==> config.mk <==
export PLATFORM = sky130hd
export DESIGN_NAME = axi_rd
export DESIGN_NICKNAME = d
export VERILOG_FILES = /design/src/rtl/axi_rd.sv
export SDC_FILE = /design/constraint.sdc
export NUM_CORES = 1
export LEC_CHECK = 0
export BUFFER_PORTS_ARGS = -buffer_cell sky130_fd_sc_hd__buf_2
export CAP_MARGIN = 30
export CORE_AREA = 3 3 169 171
export DETAILED_ROUTE_END_ITERATION = 10
export DIE_AREA = 0 0 172 174
export PLACE_DENSITY = 0.61
export SLEW_MARGIN = 20
export SYNTH_ARGS = -nofsm -noshare
export SYNTH_HDL_FRONTEND = slang
export SYNTH_SLANG_ARGS = --single-unit
==> constraint.sdc <==
create_clock -name clk -period 4 [get_ports clk]
set_input_delay 0.6 -clock clk [delete_from_list [all_inputs] [get_ports clk]]
set_output_delay 0.6 -clock clk [all_outputs]
set_load 0.03 [all_outputs]
==> src/rtl/axi_rd.sv <==
// AXI3 read master shared by the I-cache and D-cache: one outstanding read,
// R beats assembled into a line buffer, whole line returned in a one-cycle pulse.
module axi_rd #(
  parameter int unsigned BYTES_PER_LINE = 16,
  parameter logic [3:0]  ARID_I         = 4'd0,
  parameter logic [3:0]  ARID_D         = 4'd1,
  localparam int unsigned WORDS_PER_LINE = BYTES_PER_LINE / 4,
  localparam int unsigned PTR_WIDTH      = (WORDS_PER_LINE > 1) ? $clog2(WORDS_PER_LINE) : 1,
  localparam int unsigned LINE_WIDTH     = WORDS_PER_LINE * 32
) (
  input  logic                  clk,
  input  logic                  reset,
  // I-cache requester
  input  logic                  i_rd_req,
  input  logic [31:0]           i_rd_addr,
  output logic                  i_rd_rdy,
  output logic                  i_ret_valid,
  output logic [LINE_WIDTH-1:0] i_ret_data,
  // D-cache requester
  input  logic                  d_rd_req,
  input  logic                  d_rd_burst,
  input  logic [1:0]            d_rd_size,
  input  logic [31:0]           d_rd_addr,
  output logic                  d_rd_rdy,
  output logic                  d_ret_valid,
  output logic [LINE_WIDTH-1:0] d_ret_data,
  // Coordination with the write master
  input  logic                  wr_idle,
  output logic                  read_unfinish,
  // AXI AR channel
  output logic [3:0]            arid,
  output logic [31:0]           araddr,
  output logic [7:0]            arlen,
  output logic [2:0]            arsize,
  output logic [1:0]            arburst,
  output logic [1:0]            arlock,
  output logic [3:0]            arcache,
  output logic [2:0]            arprot,
  output logic                  arvalid,
  input  logic                  arready,
  // AXI R channel
  input  logic [3:0]            rid,
  input  logic [31:0]           rdata,
  input  logic [1:0]            rresp,
  input  logic                  rlast,
  input  logic                  rvalid,
  output logic                  rready
);

  typedef enum logic [1:0] {StIdle, StAr, StR, StRet} state_e;

  localparam logic [31:0]          LineMask = ~(32'(BYTES_PER_LINE) - 32'd1);
  localparam logic [PTR_WIDTH-1:0] PtrMax   = PTR_WIDTH'(WORDS_PER_LINE - 1);

  state_e                         state_q, state_d;
  logic [31:0]                    addr_q;
  logic                           burst_q;
  logic [1:0]                     size_q;
  logic                           owner_q;  // 1 = D-cache, 0 = I-cache
  logic [WORDS_PER_LINE-1:0][31:0] buf_q;
  logic [PTR_WIDTH-1:0]           ptr_q;
  logic                           d_grant, i_grant;

  // Single outstanding read, so rid and rresp carry no information we act on.
  logic unused_r;
  assign unused_r = ^{rid, rresp};

  // Arbitration, next-state and handshake outputs.
  always_comb begin
    state_d     = state_q;
    d_grant     = d_rd_req & wr_idle;  // hold D reads behind pending writes
    i_grant     = i_rd_req & ~d_grant;
    d_rd_rdy    = 1'b0;
    i_rd_rdy    = 1'b0;
    arvalid     = 1'b0;
    rready      = 1'b0;
    i_ret_valid = 1'b0;
    d_ret_valid = 1'b0;
    unique case (state_q)
      StIdle: begin
        d_rd_rdy = d_grant;
        i_rd_rdy = i_grant;
        if (d_grant || i_grant) state_d = StAr;
      end
      StAr: begin
        arvalid = 1'b1;
        if (arready) state_d = StR;
      end
      StR: begin
        rready = 1'b1;
        if (rvalid && rlast) state_d = StRet;
      end
      StRet: begin
        i_ret_valid = ~owner_q;
        d_ret_valid = owner_q;
        state_d     = StIdle;
      end
      default: state_d = StIdle;
    endcase
  end

  // AR fields derive from the latched request and stay stable through AR.
  assign arid          = owner_q ? ARID_D : ARID_I;
  assign araddr        = burst_q ? (addr_q & LineMask) : addr_q;
  assign arlen         = burst_q ? 8'(WORDS_PER_LINE - 1) : 8'd0;
  assign arsize        = burst_q ? 3'b010 : {1'b0, size_q};
  assign arburst       = 2'b01;
  assign arlock        = 2'b00;
  assign arcache       = 4'b0000;
  assign arprot        = 3'b000;
  assign read_unfinish = (state_q != StIdle);
  assign i_ret_data    = buf_q;
  assign d_ret_data    = buf_q;

  // State, request latch and line buffer fill.
  always_ff @(posedge clk) begin
    if (reset) begin
      state_q <= StIdle;
      addr_q  <= '0;
      burst_q <= 1'b0;
      size_q  <= '0;
      owner_q <= 1'b0;
      buf_q   <= '0;
      ptr_q   <= '0;
    end else begin
      state_q <= state_d;
      if (state_q == StIdle && (d_grant || i_grant)) begin
        addr_q  <= d_grant ? d_rd_addr : i_rd_addr;
        burst_q <= d_grant ? d_rd_burst : 1'b1;
        size_q  <= d_grant ? d_rd_size : 2'b10;
        owner_q <= d_grant;
        buf_q   <= '0;
        ptr_q   <= '0;
      end
      // Beats past the line wrap around and overwrite earlier words.
      if (state_q == StR && rvalid) begin
        buf_q[ptr_q] <= rdata;
        ptr_q        <= (ptr_q == PtrMax) ? '0 : ptr_q + PTR_WIDTH'(1);
      end
    end
  end

endmodule

==> flow_summary.json, run 1 <==
{
  "dr_total_vias": 7977,
  "fp.dieH_um": 174,
  "grt_max_degree": 116,
  "cts-buffers-inserted": 17,
  "grt-ovfl-total": 0,
  "regToRegSetupSlack_ns": 1.44,
  "synth.distinct_cells": 28,
  "critical_path_class": "reg2out",
  "leakagePower_nw": 4.54,
  "seq_area_um2": 3360,
  "grt_use_total_pct": 18.6,
  "holdWs_ns": 0.442,
  "required_ns": 3.40,
  "post_cts_buffers": 0,
  "clockPowerShare_pct": 31.5,
  "dp_hpwl_um": 19700,
  "cp-start-kind": "flip-flop",
  "design_area_um2": 9890,
  "fmax_mhz": 343,
  "routed_wl_um": 29600,
  "placed_cell_area_um2": 9280,
  "fin_ws_ns": 1.08,
  "rr_startpoint": "state_q[0]$_SDFFE_PP0P_",
  "syn_area_per_cell_um2": 8.20,
  "vias_per_cell": 5.12,
  "fin_nets": 1326,
  "cap_violations": 0,
  "fill_cells": 2850,
  "drtIter0Drc": 570,
  "wl_per_cell_um": 19.0,
  "rsz0062_at_grt": "false",
  "antenna_found_initial": 1,
  "hold_viol": 0,
  "drc": 0,
  "fin_crit_ns": 2.92,
  "cts_max_level": 4,
  "most-common-layout-cells": "405 x buf_2, 168 x dfxtp_1, 167 x a21oi_1",
  "crit_path_start": "state_q[0]$_SDFFE_PP0P_",
  "core_area_um2": 27000,
  "tightestPinTransition_ns": 0.953,
  "synthCells": 1026,
  "setup_violations": 0,
  "die_area_um2": 29900,
  "grt_pass1_wl_um": 43700,
  "status": "completed",
  "clk_pin_slew_ns": 0.08,
  "cp_max_fo": 19,
  "tns_ns": 0,
  "p_seq_share_pct": 36.5,
  "power.share.switching_pct": 41.7,
  "crit_arrival_ns": 2.32,
  "switching_power_w": 0.00221,
  "final_core_util_pct": 36.6,
  "multi_input_area_um2": 3310,
  "cts_repair_resize_count": 0,
  "crit_path_end_kind": "output port",
  "grt_pass1_vias": 7235,
  "netlist_area_um2": 8420,
  "skew_ns": 0.0129,
  "routabilityCongestion": 0.771,
  "max_slew_margin_pct": 36.5,
  "initial_utilization_pct": 31.1,
  "crit_end": "d_rd_rdy",
  "ios": 434,
  "post-route-period-util_pct": 73.0,
  "drive_above_1_share_pct": 37.8,
  "syn_to_final_growth_pct": 17.5,
  "dp_slack_ns": 1.35,
  "power_frac_comb_pct": 32.0,
  "synth_warnings": 0,
  "clock-sinks": 168,
  "worstSkewPairLatency_ns": 0.42,
  "fp.dieW_um": 172,
  "ant_nets": 0,
  "vdd_drop_max_v": 0.000285,
  "p_int_w": 0.00308,
  "final_common_cell": "buf_2",
  "dr.pass1.iters": 5,
  "drv_slew": 0,
  "ys_ff_latch": 168,
  "tritoncts": "built",
  "yosysSeqAreaShare_pct": 40.0,
  "max-clock-path-buffers": 2,
  "cts_hold_buffers": 0,
  "worstRegToRegCells": 6,
  "cts_root_buffer": "clkbuf_16",
  "hp-class": "in2reg",
  "rows": 60,
  "power_density_nw_per_um2": 535,
  "r2r_end": "d_ret_data[70]$_SDFF_PP0_",
  "io_buffers": 406
}
==> worst min-delay path by stage <==
stage	startpoint	endpoint	slack (ns)	cells after the start
finish	i_rd_addr[13]	addr_q[13]$_SDFFE_PP0P_	0.44	3
global placement	size_q[0]$_SDFFE_PP0P_	size_q[0]$_SDFFE_PP0P_	0.46	2
floorplan	size_q[0]$_SDFFE_PP0P_	size_q[0]$_SDFFE_PP0P_	0.45	2
global route	i_rd_addr[8]	addr_q[8]$_SDFFE_PP0P_	0.42	3
CTS	i_rd_addr[23]	addr_q[23]$_SDFFE_PP0P_	0.42	3
detailed placement	size_q[0]$_SDFFE_PP0P_	size_q[0]$_SDFFE_PP0P_	0.47	2
==> synthesized netlist by cell type, drive strengths merged <==
master / n / area [µm²]
a21o: 1 / 7.51
a21oi: 168 / 845
a221o: 2 / 20.0
a222oi: 1 / 10.0
a311oi: 32 / 280
and2: 1 / 6.26
and3: 4 / 25.0
buf: 229 / 1630
clkbuf: 50 / 188
conb: 2 / 7.51
dfxtp: 168 / 3360
ha: 9 / 113
inv: 7 / 26.3
mux2i: 2 / 20.0
nand2: 164 / 616
nand2b: 3 / 18.8
nand3: 39 / 195
nand4: 1 / 6.26
nor2: 4 / 15.0
nor2b: 6 / 37.5
nor3: 2 / 10.0
o211ai: 128 / 961
o21ai: 1 / 5.00
o21bai: 1 / 7.51
or2: 1 / 6.26
==> power groups by stage <==
stage	registers [W]	clock network (W)	logic [W]
final	0.00193	0.00167	0.00170
after detailed placement	0.00196	0	0.00171
after global placement	0.00196	0	0.00170
after global routing	0.00195	0.00178	0.00182
after CTS	0.00193	0.00171	0.00171
after floorplan	0.00198	0	0.00133
==> critical path: stages, from the launching register on <==
cell     delay (ns)
dfxtp_1        0.35
inv_1          0.12
ha_1           0.70
nand3_1        0.40
inv_1          0.12
buf_2          0.20
==> stage by stage <==
stage                     total power (W)  cells
after global placement            0.00366   1525
final                             0.00529   1559
after floorplan                   0.00331   1045
after detailed placement          0.00367   1525
after global routing              0.00554   1559
after CTS                         0.00535   1557
==> per-layer routing <==
metal	part of all wire (%)	vias to the layer above	GRT usage [%]	wire length, µm
met1	42	3812	23.3	12300
met2	50	388	32.0	14800
met3	6.6	29	3.78	1950
met5	0	-	0	0
li1	-	3748	-	-
met4	1.7	0	5.49	511
==> area by class of cell <==
type | instances | share of cell area [%]
Sequential cell | 168 | 34.0
Multi-Input combinational cell | 591 | 33.5
Timing Repair Buffer | 419 | 22.0
Clock buffer | 18 | 4.44
Tap cell | 341 | 4.31
Clock inverter | 14 | 1.50
Inverter | 7 | 0.291
Antenna cell | 1 | 0.0253
==> flip-flops by register name (all words and copies together) (netlist names) <==
signal / cells
d_ret_data: 128
addr_q: 32
ptr_q: 2
size_q: 2
state_q: 2
burst_q: 1
owner_q: 1
==> kinds of logic after synthesis <==
family	after synthesis	synth area share, %
flops	168	40.0
fa+ha+maj	9	1.34
simple gates	225	11.1
buf+inv	286	21.9
compound gates	334	25.4
mux	2	0.238
other cells	2	0.0892
(Power assumes the default switching activity.)
==> run 2, diff against run 1 <==
--- a/config.mk
+++ b/config.mk
@@ -7,10 +7,10 @@
 export LEC_CHECK = 0
 export BUFFER_PORTS_ARGS = -buffer_cell sky130_fd_sc_hd__buf_2
 export CAP_MARGIN = 30
-export CORE_AREA = 3 3 169 171
+export CORE_AREA = 3 3 166 168
 export DETAILED_ROUTE_END_ITERATION = 10
-export DIE_AREA = 0 0 172 174
-export PLACE_DENSITY = 0.61
+export DIE_AREA = 0 0 169 171
+export PLACE_DENSITY = 0.63
 export SLEW_MARGIN = 20
 export SYNTH_ARGS = -nofsm -noshare
 export SYNTH_HDL_FRONTEND = slang
==> constraint.sdc (replaced) <==
create_clock -name clk -period 3 [get_ports clk]
set_input_delay 0.45 -clock clk [delete_from_list [all_inputs] [get_ports clk]]
set_output_delay 0.45 -clock clk [all_outputs]
set_load 0.03 [all_outputs]
==> flow_summary.json, run 2 (synthesized netlist as in run 1, its figures left out) <==
{
  "largest_register_ffs": 128,
  "placed_cell_area_um2": 9360,
  "ios": 434,
  "final_common_cell": "buf_2",
  "post-route-period-util_pct": 78.4,
  "tns_ns": 0,
  "power_density_nw_per_um2": 710,
  "cp_max_fo": 32,
  "fin_nets": 1335,
  "skew_ns": 0.0105,
  "clock-sinks": 168,
  "n_antenna_cell": 0,
  "dr_total_vias": 8009,
  "fp.dieW_um": 169,
  "drc": 0,
  "dp_slack_ns": 0.628,
  "routabilityCongestion": 0.795,
  "most-common-layout-cells": "405 x buf_2, 168 x dfxtp_1, 167 x a21oi_1",
  "drv_slew": 0,
  "design_area_um2": 9950,
  "critical_path_class": "reg2reg",
  "worstSkewPairLatency_ns": 0.42,
  "crit_path_cell_trace": "inv_1 > ha_1 > nand3_2 > o211ai_1 > a21oi_1",
  "met2_usage_pct": 33.0,
  "crit_family": "simple AND/OR/NAND/NOR gates",
  "fmax_mhz": 425,
  "grt-ovfl-total": 0,
  "cts_max_level": 4,
  "clk_pin_slew_ns": 0.08,
  "vdd_drop_max_v": 0.000367,
  "fill_cells": 2708,
  "required_ns": 3.26,
  "cts_hold_buffers": 0,
  "grt_pass1_wl_um": 42700,
  "initial_utilization_pct": 32.3,
  "tritoncts": "built",
  "grt_max_degree": 76,
  "ant_nets": 0,
  "cap_violations": 0,
  "hold_viol": 0,
  "grt_use_total_pct": 18.7,
  "drive_above_1_share_pct": 37.9,
  "vias_per_cell": 5.13,
  "path_buf_inv": 1,
  "slowest_stage": "nand3_2",
  "dp_hpwl_um": 20000,
  "die_area_um2": 28900,
  "io_buffers": 406,
  "top_usage_layer": "met2",
  "tightestPinTransition_ns": 0.895,
  "fin_ws_ns": 0.648,
  "met1_usage_pct": 23.4,
  "max-clock-path-buffers": 2,
  "routed_wl_um": 28900,
  "cts_repair_resize_count": 0,
  "crit_path_end_kind": "flip-flop",
  "cp-start-kind": "flip-flop",
  "cts-buffers-inserted": 17,
  "max_stage_delay_ns": 0.79,
  "setup_violations": 0,
  "max_slew_margin_pct": 40.3,
  "drtIter0Drc": 788,
  "syn_to_final_growth_pct": 18.2,
  "fin_crit_ns": 2.35,
  "fp.dieH_um": 171,
  "grtUsageMet3_pct": 4.23,
  "grt_pass1_vias": 7194,
  "hp-class": "in2reg",
  "post_cts_buffers": 0,
  "wl_per_cell_um": 18.5,
  "cts_root_buffer": "clkbuf_16",
  "core_area_um2": 26100,
  "antenna_found_initial": 0,
  "status": "completed",
  "rows": 59,
  "p_total_w": 0.00706,
  "crit_arrival_ns": 2.61,
  "dr.pass1.iters": 5,
  "final_core_util_pct": 38.2,
  "rsz0062_at_grt": "false",
  "leakagePower_nw": 4.59
}
-- run 2: area by class of cell --
class	instances	area, µm²	share of cell area (%)
Timing Repair Buffer	428	2250	22.6
Sequential cell	168	3360	33.8
Inverter	7	28.8	0.289
Tap cell	335	419	4.21
Clock inverter	14	154	1.55
Multi-Input combinational cell	591	3300	33.1
Clock buffer	18	439	4.41
-- run 2: worst min-delay path, cell delays in order --
cell,delay [ns]
buf_2,0.09
nand2_1,0.04
a311oi_1,0.08
-- run 2: routing by layer --
metal  wire length, µm  up-vias
met2             14600      394
met3              2250       20
li1                  -     3763
met4               327        0
met1             11700     3832
met5                 0        -
-- run 2: where the power goes --
group,switching (W),internal (W)
sequential,0.000131,0.00243
combinational,0.00171,0.000571
clock,0.00108,0.00114
total,0.00292,0.00414
-- run 2: stage by stage --
step | hold slack, ns | std cells
CTS | 0.265 | 1561
detailed placement | 0.489 | 1529
floorplan | 0.449 | 1045
global route | 0.270 | 1561
finish | 0.293 | 1561
global placement | 0.473 | 1529
-- run 2: path summary, 6_finish.rpt --
| check | from | cells past startpoint | slack, ns | end |
|---|---|---|---|---|
| worst max-delay path | state_q[0]$_SDFFE_PP0P_ | 5 | 0.65 | d_ret_data[113]$_SDFF_PP0_ |
| worst max register to register | state_q[0]$_SDFFE_PP0P_ | 5 | 0.65 | d_ret_data[113]$_SDFF_PP0_ |
| worst min register to register | size_q[0]$_SDFFE_PP0P_ | 2 | 0.48 | size_q[0]$_SDFFE_PP0P_ |
| worst min-delay path | i_rd_addr[11] | 3 | 0.29 | addr_q[11]$_SDFFE_PP0P_ |
